<file path="src/rtl/cpu_lsu.sv">
// RV32I load/store unit: one memory instruction becomes one valid/ready bus transaction.
// Optional misaligned-access trap is enabled by defining CPU_LSU_FAULT_EN.
module cpu_lsu #(
    parameter int TIMEOUT = 255
) (
    input  logic        clk,
    input  logic        rst,
    input  logic        req_valid,
    input  logic        req_write,
    input  logic [2:0]  req_funct3,
    input  logic [31:0] req_addr,
    input  logic [31:0] req_wdata,
    output logic        stall,
    output logic        done,
    output logic [31:0] rdata,
    output logic        err,
    output logic        fault,
    output logic        bus_valid,
    output logic        bus_we,
    output logic [31:0] bus_addr,
    output logic [31:0] bus_wdata,
    output logic [3:0]  bus_wstrb,
    input  logic        bus_ready,
    input  logic [31:0] bus_rdata
);
    typedef enum logic [1:0] {IDLE, BUSY, DONE} state_t;
    localparam int CW = (TIMEOUT > 1) ? $clog2(TIMEOUT) : 1;

    state_t        state_q, state_d;
    logic [CW-1:0] cnt_q, cnt_d;
    logic          bus_valid_q, bus_valid_d;
    logic          bus_we_q, bus_we_d;
    logic [31:0]   bus_addr_q, bus_addr_d;
    logic [31:0]   bus_wdata_q, bus_wdata_d;
    logic [3:0]    bus_wstrb_q, bus_wstrb_d;
    logic [31:0]   rdata_q, rdata_d;
    logic          err_q, err_d;
    logic [1:0]    off_q, off_d;
    logic [2:0]    f3_q, f3_d;

    logic [1:0]    req_size;
    logic [1:0]    req_off;
    logic [3:0]    req_strb;
    logic [31:0]   req_lanes;
    logic [31:0]   rd_shift;
    logic [31:0]   rd_ext;

    assign req_size = req_funct3[1:0];

    // Byte offset after natural-alignment truncation; misaligned halves/words lose low bits.
    always_comb begin
        req_off   = req_addr[1:0];
        req_strb  = 4'b1111;
        req_lanes = req_wdata;
        if (req_size[1]) begin
            req_off = 2'b00;
        end else if (req_size[0]) begin
            req_off   = {req_addr[1], 1'b0};
            req_strb  = 4'b0011 << req_off;
            req_lanes = {2{req_wdata[15:0]}};
        end else begin
            req_strb  = 4'b0001 << req_off;
            req_lanes = {4{req_wdata[7:0]}};
        end
    end

    assign rd_shift = bus_rdata >> {off_q, 3'b000};

    always_comb begin
        rd_ext = bus_rdata;
        if (f3_q[1:0] == 2'b00) begin
            rd_ext = f3_q[2] ? {24'b0, rd_shift[7:0]} : {{24{rd_shift[7]}}, rd_shift[7:0]};
        end else if (f3_q[1:0] == 2'b01) begin
            rd_ext = f3_q[2] ? {16'b0, rd_shift[15:0]} : {{16{rd_shift[15]}}, rd_shift[15:0]};
        end
    end

`ifdef CPU_LSU_FAULT_EN
    logic fault_q, fault_d;
    logic misaligned;
    assign misaligned = (req_size == 2'b01 && req_addr[0]) || (req_size[1] && (req_addr[1:0] != 2'b00));
    assign fault      = fault_q;
`else
    assign fault = 1'b0;
`endif

    always_comb begin
        state_d     = state_q;
        cnt_d       = cnt_q;
        bus_valid_d = bus_valid_q;
        bus_we_d    = bus_we_q;
        bus_addr_d  = bus_addr_q;
        bus_wdata_d = bus_wdata_q;
        bus_wstrb_d = bus_wstrb_q;
        rdata_d     = rdata_q;
        err_d       = err_q;
        off_d       = off_q;
        f3_d        = f3_q;
`ifdef CPU_LSU_FAULT_EN
        fault_d     = fault_q;
`endif
        case (state_q)
            IDLE: begin
                if (req_valid) begin
                    bus_addr_d  = {req_addr[31:2], 2'b00};
                    bus_we_d    = req_write;
                    bus_wdata_d = req_lanes;
                    bus_wstrb_d = req_write ? req_strb : 4'b0000;
                    off_d       = req_off;
                    f3_d        = req_funct3;
                    cnt_d       = '0;
                    bus_valid_d = 1'b1;
                    state_d     = BUSY;
`ifdef CPU_LSU_FAULT_EN
                    if (misaligned) begin
                        bus_valid_d = 1'b0;
                        bus_wstrb_d = 4'b0000;
                        rdata_d     = '0;
                        fault_d     = 1'b1;
                        state_d     = DONE;
                    end
`endif
                end
            end
            BUSY: begin
                if (bus_ready) begin
                    rdata_d     = rd_ext;
                    bus_valid_d = 1'b0;
                    bus_wstrb_d = 4'b0000;
                    state_d     = DONE;
                end else if (TIMEOUT != 0 && cnt_q == CW'(TIMEOUT - 1)) begin
                    rdata_d     = '0;
                    err_d       = 1'b1;
                    bus_valid_d = 1'b0;
                    bus_wstrb_d = 4'b0000;
                    state_d     = DONE;
                end else begin
                    cnt_d = cnt_q + CW'(1);
                end
            end
            DONE: begin
                err_d   = 1'b0;
`ifdef CPU_LSU_FAULT_EN
                fault_d = 1'b0;
`endif
                state_d = IDLE;
            end
            default: state_d = IDLE;
        endcase
    end

    always_ff @(posedge clk or posedge rst) begin
        if (rst) begin
            state_q     <= IDLE;
            cnt_q       <= '0;
            bus_valid_q <= 1'b0;
            bus_we_q    <= 1'b0;
            bus_addr_q  <= '0;
            bus_wdata_q <= '0;
            bus_wstrb_q <= '0;
            rdata_q     <= '0;
            err_q       <= 1'b0;
            off_q       <= '0;
            f3_q        <= '0;
`ifdef CPU_LSU_FAULT_EN
            fault_q     <= 1'b0;
`endif
        end else begin
            state_q     <= state_d;
            cnt_q       <= cnt_d;
            bus_valid_q <= bus_valid_d;
            bus_we_q    <= bus_we_d;
            bus_addr_q  <= bus_addr_d;
            bus_wdata_q <= bus_wdata_d;
            bus_wstrb_q <= bus_wstrb_d;
            rdata_q     <= rdata_d;
            err_q       <= err_d;
            off_q       <= off_d;
            f3_q        <= f3_d;
`ifdef CPU_LSU_FAULT_EN
            fault_q     <= fault_d;
`endif
        end
    end

    // The core holds req_valid during the access and advances at the end of DONE.
    assign stall     = req_valid & (state_q != DONE);
    assign done      = (state_q == DONE);
    assign rdata     = rdata_q;
    assign err       = err_q;
    assign bus_valid = bus_valid_q;
    assign bus_we    = bus_we_q;
    assign bus_addr  = bus_addr_q;
    assign bus_wdata = bus_wdata_q;
    assign bus_wstrb = bus_wstrb_q;
endmodule

</file>
<file path="config.mk">
export PLATFORM = sky130hd
export DESIGN_NAME = cpu_lsu
export DESIGN_NICKNAME = d
export VERILOG_FILES = /design/src/rtl/cpu_lsu.sv
export SDC_FILE = /design/constraint.sdc
export NUM_CORES = 1
export LEC_CHECK = 0
export BUFFER_PORTS_ARGS = -buffer_cell sky130_fd_sc_hd__clkbuf_2
export CORE_MARGIN = 2
export CORE_UTILIZATION = 30
export DETAILED_ROUTE_END_ITERATION = 6
export MAX_ROUTING_LAYER = met4
export PLACE_DENSITY = 0.59
export RECOVER_POWER = 25
export REMOVE_ABC_BUFFERS = 1
export SLEW_MARGIN = 20
export SYNTH_ARGS = -nofsm -noshare
export SYNTH_HDL_FRONTEND = slang
export SYNTH_SLANG_ARGS = --single-unit
</file>
<file path="constraint.sdc">
create_clock -name clk -period 3.09 [get_ports clk]
set_input_delay 0.309 -clock clk [delete_from_list [all_inputs] [get_ports clk]]
set_output_delay 0.309 -clock clk [all_outputs]
set_load 0.01 [all_outputs]
</file>
* After elaboration in Yosys (flattened, before gate mapping) *
Cells that the tools add are included.

cells by class
  reduce and logical (&&, ||, !) cells = 11
  bitwise operators = 1
  $add $sub $neg = 1
  equal/unequal tests = 10
  multiplexer cells = 32
  shift-type cells = 3

operators with widths
  cell                                                 number
  2-to-1 mux 32 bit                                    8
  right shift 32 x 5 -> 16 bit                         1
  2-to-1 mux 4 bit                                     6
  2-to-1 mux 8 bit                                     3
  case mux 8 bit (2 select lines)                      1
  != test 2 bit, second input constant                 5
  adder 8 x 1 -> 8 bit, second input constant          1
  equality test 8 bit, second input constant           1
  2-to-1 mux 2 bit                                     4
  case mux 4 bit (2 select lines)                      1
  2-to-1 mux 1 bit                                     6
  AND reduction 2 bit                                  3
  AND reduction 3 bit                                  2
  nonzero test 2 bit                                   3
  equality test 2 x 1 -> 1 bit, second input constant  2
  logical NOT 2 bit                                    2
  case mux 1 bit (2 select lines)                      2
  case mux 2 bit (2 select lines)                      1
  AND reduction 4 bit                                  1
  << shifter 1 x 2 -> 4 bit, first input constant      1
  << shifter 2 x 2 -> 4 bit, first input constant      1
  != test 3 bit, second input constant                 1
  equality test 2 bit, second input constant           1
  bitwise AND 1 bit                                    1

storage, ports and cells
  word-level logic and storage cells = 69
  output and inout bits = 106
  input bits = 104
  flip-flop bits (word level) = 116

* Logic depth before layout (Yosys ltp) *
  depth after elaboration = 6
  gate-level depth with buffers = 8
  depth with buffers taken out = 6

* Worst setup path after synthesis *
Ideal clock, no wire load.

  kind = register -> register
  start point = register off_q[0]
  end point = register rdata_q[16], in the netlist rdata[16]
  slack = 1.368 ns
  arrival time = 1.596 ns
  path buffers = 1
  period minus slack after synthesis = 1.722 ns
  data required time = 2.964 ns
  library setup time = 0.126 ns
  stages on the path, launching flop included = 6
  path through = dfrtp_1 -> mux4_2 -> nor2_1 -> nor4b_4 -> buf_6 -> a221o_1

between the ends
  longest elaborated chain between the ends = 5
  elaborated cells on any way between the ends = 6
  those cells by class = 1 x shift; 5 x mux

RTL lines
  element                         RTL line  RTL
  from (decl)                     38        logic [1:0] off_q, off_d;
  from (signal assigned)          163       off_q <= '0;
  from (signal assigned)          178       off_q <= off_d;
  right shift 32 x 5 -> 16 bit *  67        assign rd_shift = bus_rdata >> {off_q, 3'b000};
  2-to-1 mux 32 bit               74        rd_ext = f3_q[2] ? {16'b0, rd_shift[15:0]} : {{16{rd_shift[15]}}, rd_shift[15:0]};
  2-to-1 mux 32 bit               73        end else if (f3_q[1:0] == 2'b01) begin
  2-to-1 mux 32 bit *             71        if (f3_q[1:0] == 2'b00) begin
  2-to-1 mux 32 bit *             126       if (bus_ready) begin
  to (signal assigned)            176       rdata_q <= rdata_d;
  to (decl)                       36        logic [31:0] rdata_q, rdata_d;

Mark *: on every way between the ends. The rest lies on a longest branch, timed or not.
A chain may end at the register's enable or synchronous reset.

* Final worst setup path *
  start point = register off_q[1]
  end point = register rdata_q[23], in the netlist rdata[23]

The elaborated chain is that of the path after synthesis.

==> metrics.yaml <==
status: "complete, no violations"
cp-end-kind: "register"
synth_area_per_cell_um2: 9.91
arrival_ns: 2.50
cpPeakStageDelay_ns: 0.77
synth_top_cell_area_share_pct: 54.4
cts_tree: "done"
synthFlopType: "dfrtp_1"
ir_drop_mv: 0.378
rows: 48
postCtsSetupBuffers: 0
grt_max_degree: 86
wl_mm: 15.2
port_buffers: 206
yosysWarnings: 0
ys_ff_latch: 116
synthAdderAreaFrac_pct: 0.469
hold_path.class: "input port to async pin"
netlist_instances: 539
placed_cell_area_um2: 6590
cts_buffers: 17
async_flop_share_pct: 100
multi_input_area_um2: 2250
chipHeight_um: 137
routabilityCongestion: 0.808
finalSetupTns_ns: 0
clock.fmax_mhz: 462
regArea_um2: 2900
worst_setup_hold_path_clk_slew_ns: 0.06
synth.distinct_cells: 48
path_class: "register to register"
boundaryPins: 210
place_ws_ns: 0.946
synth_top_family_by_area: "simple AND/OR/NAND/NOR gates"
drv_cap: 0
num_vias: 4642
cts.sinks: 116
drtAntennaViolNets: 0
overflow: 0
synthXorXnorAreaFrac_pct: 0
finalMaxSlewViolations: 0
yosys-top-cells-count: "nand2_1 (146), dfrtp_1 (116), nor2_1 (41)"
dr.pass1.iters: 5
viasPerCell: 4.76
clockBufferDepth: 2
crit_slowest_cell: "nor4b_4"
core_um2: 17400
synth_largest_area_cell: "dfrtp_1"
synthMuxAreaShare_pct: 8.32
worst_clock_skew_ns: 0.00682
crit_chain: "mux4_2 > nor2_1 > nor4b_4 > a221o_1"
whs_ns: 0.0586
first_iter_violations: 212
clk_latency_ns: 0.41
leakage_nw: 3.72
antennaDiodeCount: 0
rsz0062_at_grt: "false"
fin_nets: 843
synthSimpleGateAreaFrac_pct: 17.7
synthMostInstantiatedCell: "nand2_1"
worst-path-max-fanout: 16
antenna_found_initial: 0
finalHoldViolCount: 0
p_per_area_nw_per_um2: 921
area_growth_pct: 34.9
cts_max_level: 4
dieArea_um2: 18900
cts_resized: 0
root_buffer: "clkbuf_16"
syn_area_um2: 5340
route.detailed.drc: 0
cp.required_ns: 3.43
die_x_um: 137
grt_pass1_vias: 4571
synth_compound_area_share_pct: 15.3
drive_above_1_share_pct: 36.0
start_util_pct: 30.8
reg2reg_depth: 4
final_util_pct: 41.5
fin_crit_sh_pct: 70.0
yosysSeqAreaShare_pct: 54.4
start_kind: "register"
nFillCells: 1704
tightest_slew_ns: 0.876
synth_edf_count: 0
setup_viol_count_final: 0
track_usage_pct: 17.1
cts_hold_buffers: 0
grt_pass1_wl_mm: 24.1
fin_ws_ns: 0.927
hpwl_mm: 10.8
wire_per_inst_um: 15.6
synth_area_leaders: "dfrtp_1 (54%), nand2_1 (10%), mux2i_1 (6.0%), a221o_1 (4.7%), nor2_1 (2.9%)"
slew_headroom_pct: 41.4
finalInstanceArea_um2: 7200
min_period_ns: 2.16
kinds of logic (layout without fill, tap and decap cells):
kind of cell	Yosys count	after routing
simple gates	220	220
flops	116	116
compound gates	112	112
buf+inv	46	255
mux	42	42
fa+ha+maj	2	2
other cells	1	3
per-stage QoR:
step / power (mW) / std cells
after floorplan: 3.68 / 504
after global placement: 4.62 / 943
after detailed placement: 4.65 / 943
after CTS: 6.73 / 975
after global routing: 7.08 / 975
final: 6.63 / 975
cells in the final DEF (no fill, tap or decap), types with 6 or more instances in the layout:
cell and instances:
a221o_1 25, a22oi_1 7, buf_4 6, o21ai_0 16
nand2_1 145, nor2_1 41, a21oi_1 29, mux2_2 9
nor2b_1 7, a22o_1 6, clkbuf_16 17, dfrtp_1 116
clkbuf_2 205, mux2i_1 32, inv_1 8
routing by layer:
layer	share of wire [%]	up-vias	track usage [%]
met5	0	-	-
met4	0.84	0	4.58
met3	7.2	10	5.04
met2	46	181	26.2
met1	46	2184	22.1
li1	-	2267	-
flip-flops by register name, indices dropped and copies added (netlist names):
signal / flops
bus_valid: 1
bus_addr: 30
f3_q: 3
bus_wdata: 32
cnt_q: 8
err: 1
state_q: 2
rdata: 32
off_q: 2
bus_wstrb: 4
bus_we: 1
where the power goes:
part	switching [mW]	leakage [nW]	internal (mW)
clock network	0.690	0.299	1.35
logic	1.14	1.99	0.942
registers	0.402	1.43	2.11
critical path, delay by kind of cell, from the launching register on:
kind / cells / cell delay, ns
flops: 1 / 0.67
compound gates: 1 / 0.21
mux: 1 / 0.36
simple gates: 2 / 0.85
final timing paths:
check	start	end	slack, ns
worst max register to register	off_q[1]$_DFFE_PP0P_	rdata[23]$_DFFE_PP0P_	0.93
worst min-delay path	rst	bus_addr[29]$_DFFE_PP0P_	0.06
worst max-delay path	off_q[1]$_DFFE_PP0P_	rdata[23]$_DFFE_PP0P_	0.93
max in group asynchronous	rst	rdata[6]$_DFFE_PP0P_	2.27
min in group clk	req_addr[29]	bus_addr[29]$_DFFE_PP0P_	0.09
worst min register to register	bus_addr[5]$_DFFE_PP0P_	bus_addr[5]$_DFFE_PP0P_	0.47
final cells by class:
class	instances	area share [%]
tap	225	3.91
timing repair buffer	214	15.5
inverter	9	0.504
clock buffer	23	6.77
sequential	116	40.3
clock inverter	9	1.74
multi-input combinational	379	31.3
No activity file was read; power rests on OpenSTA's default activity.
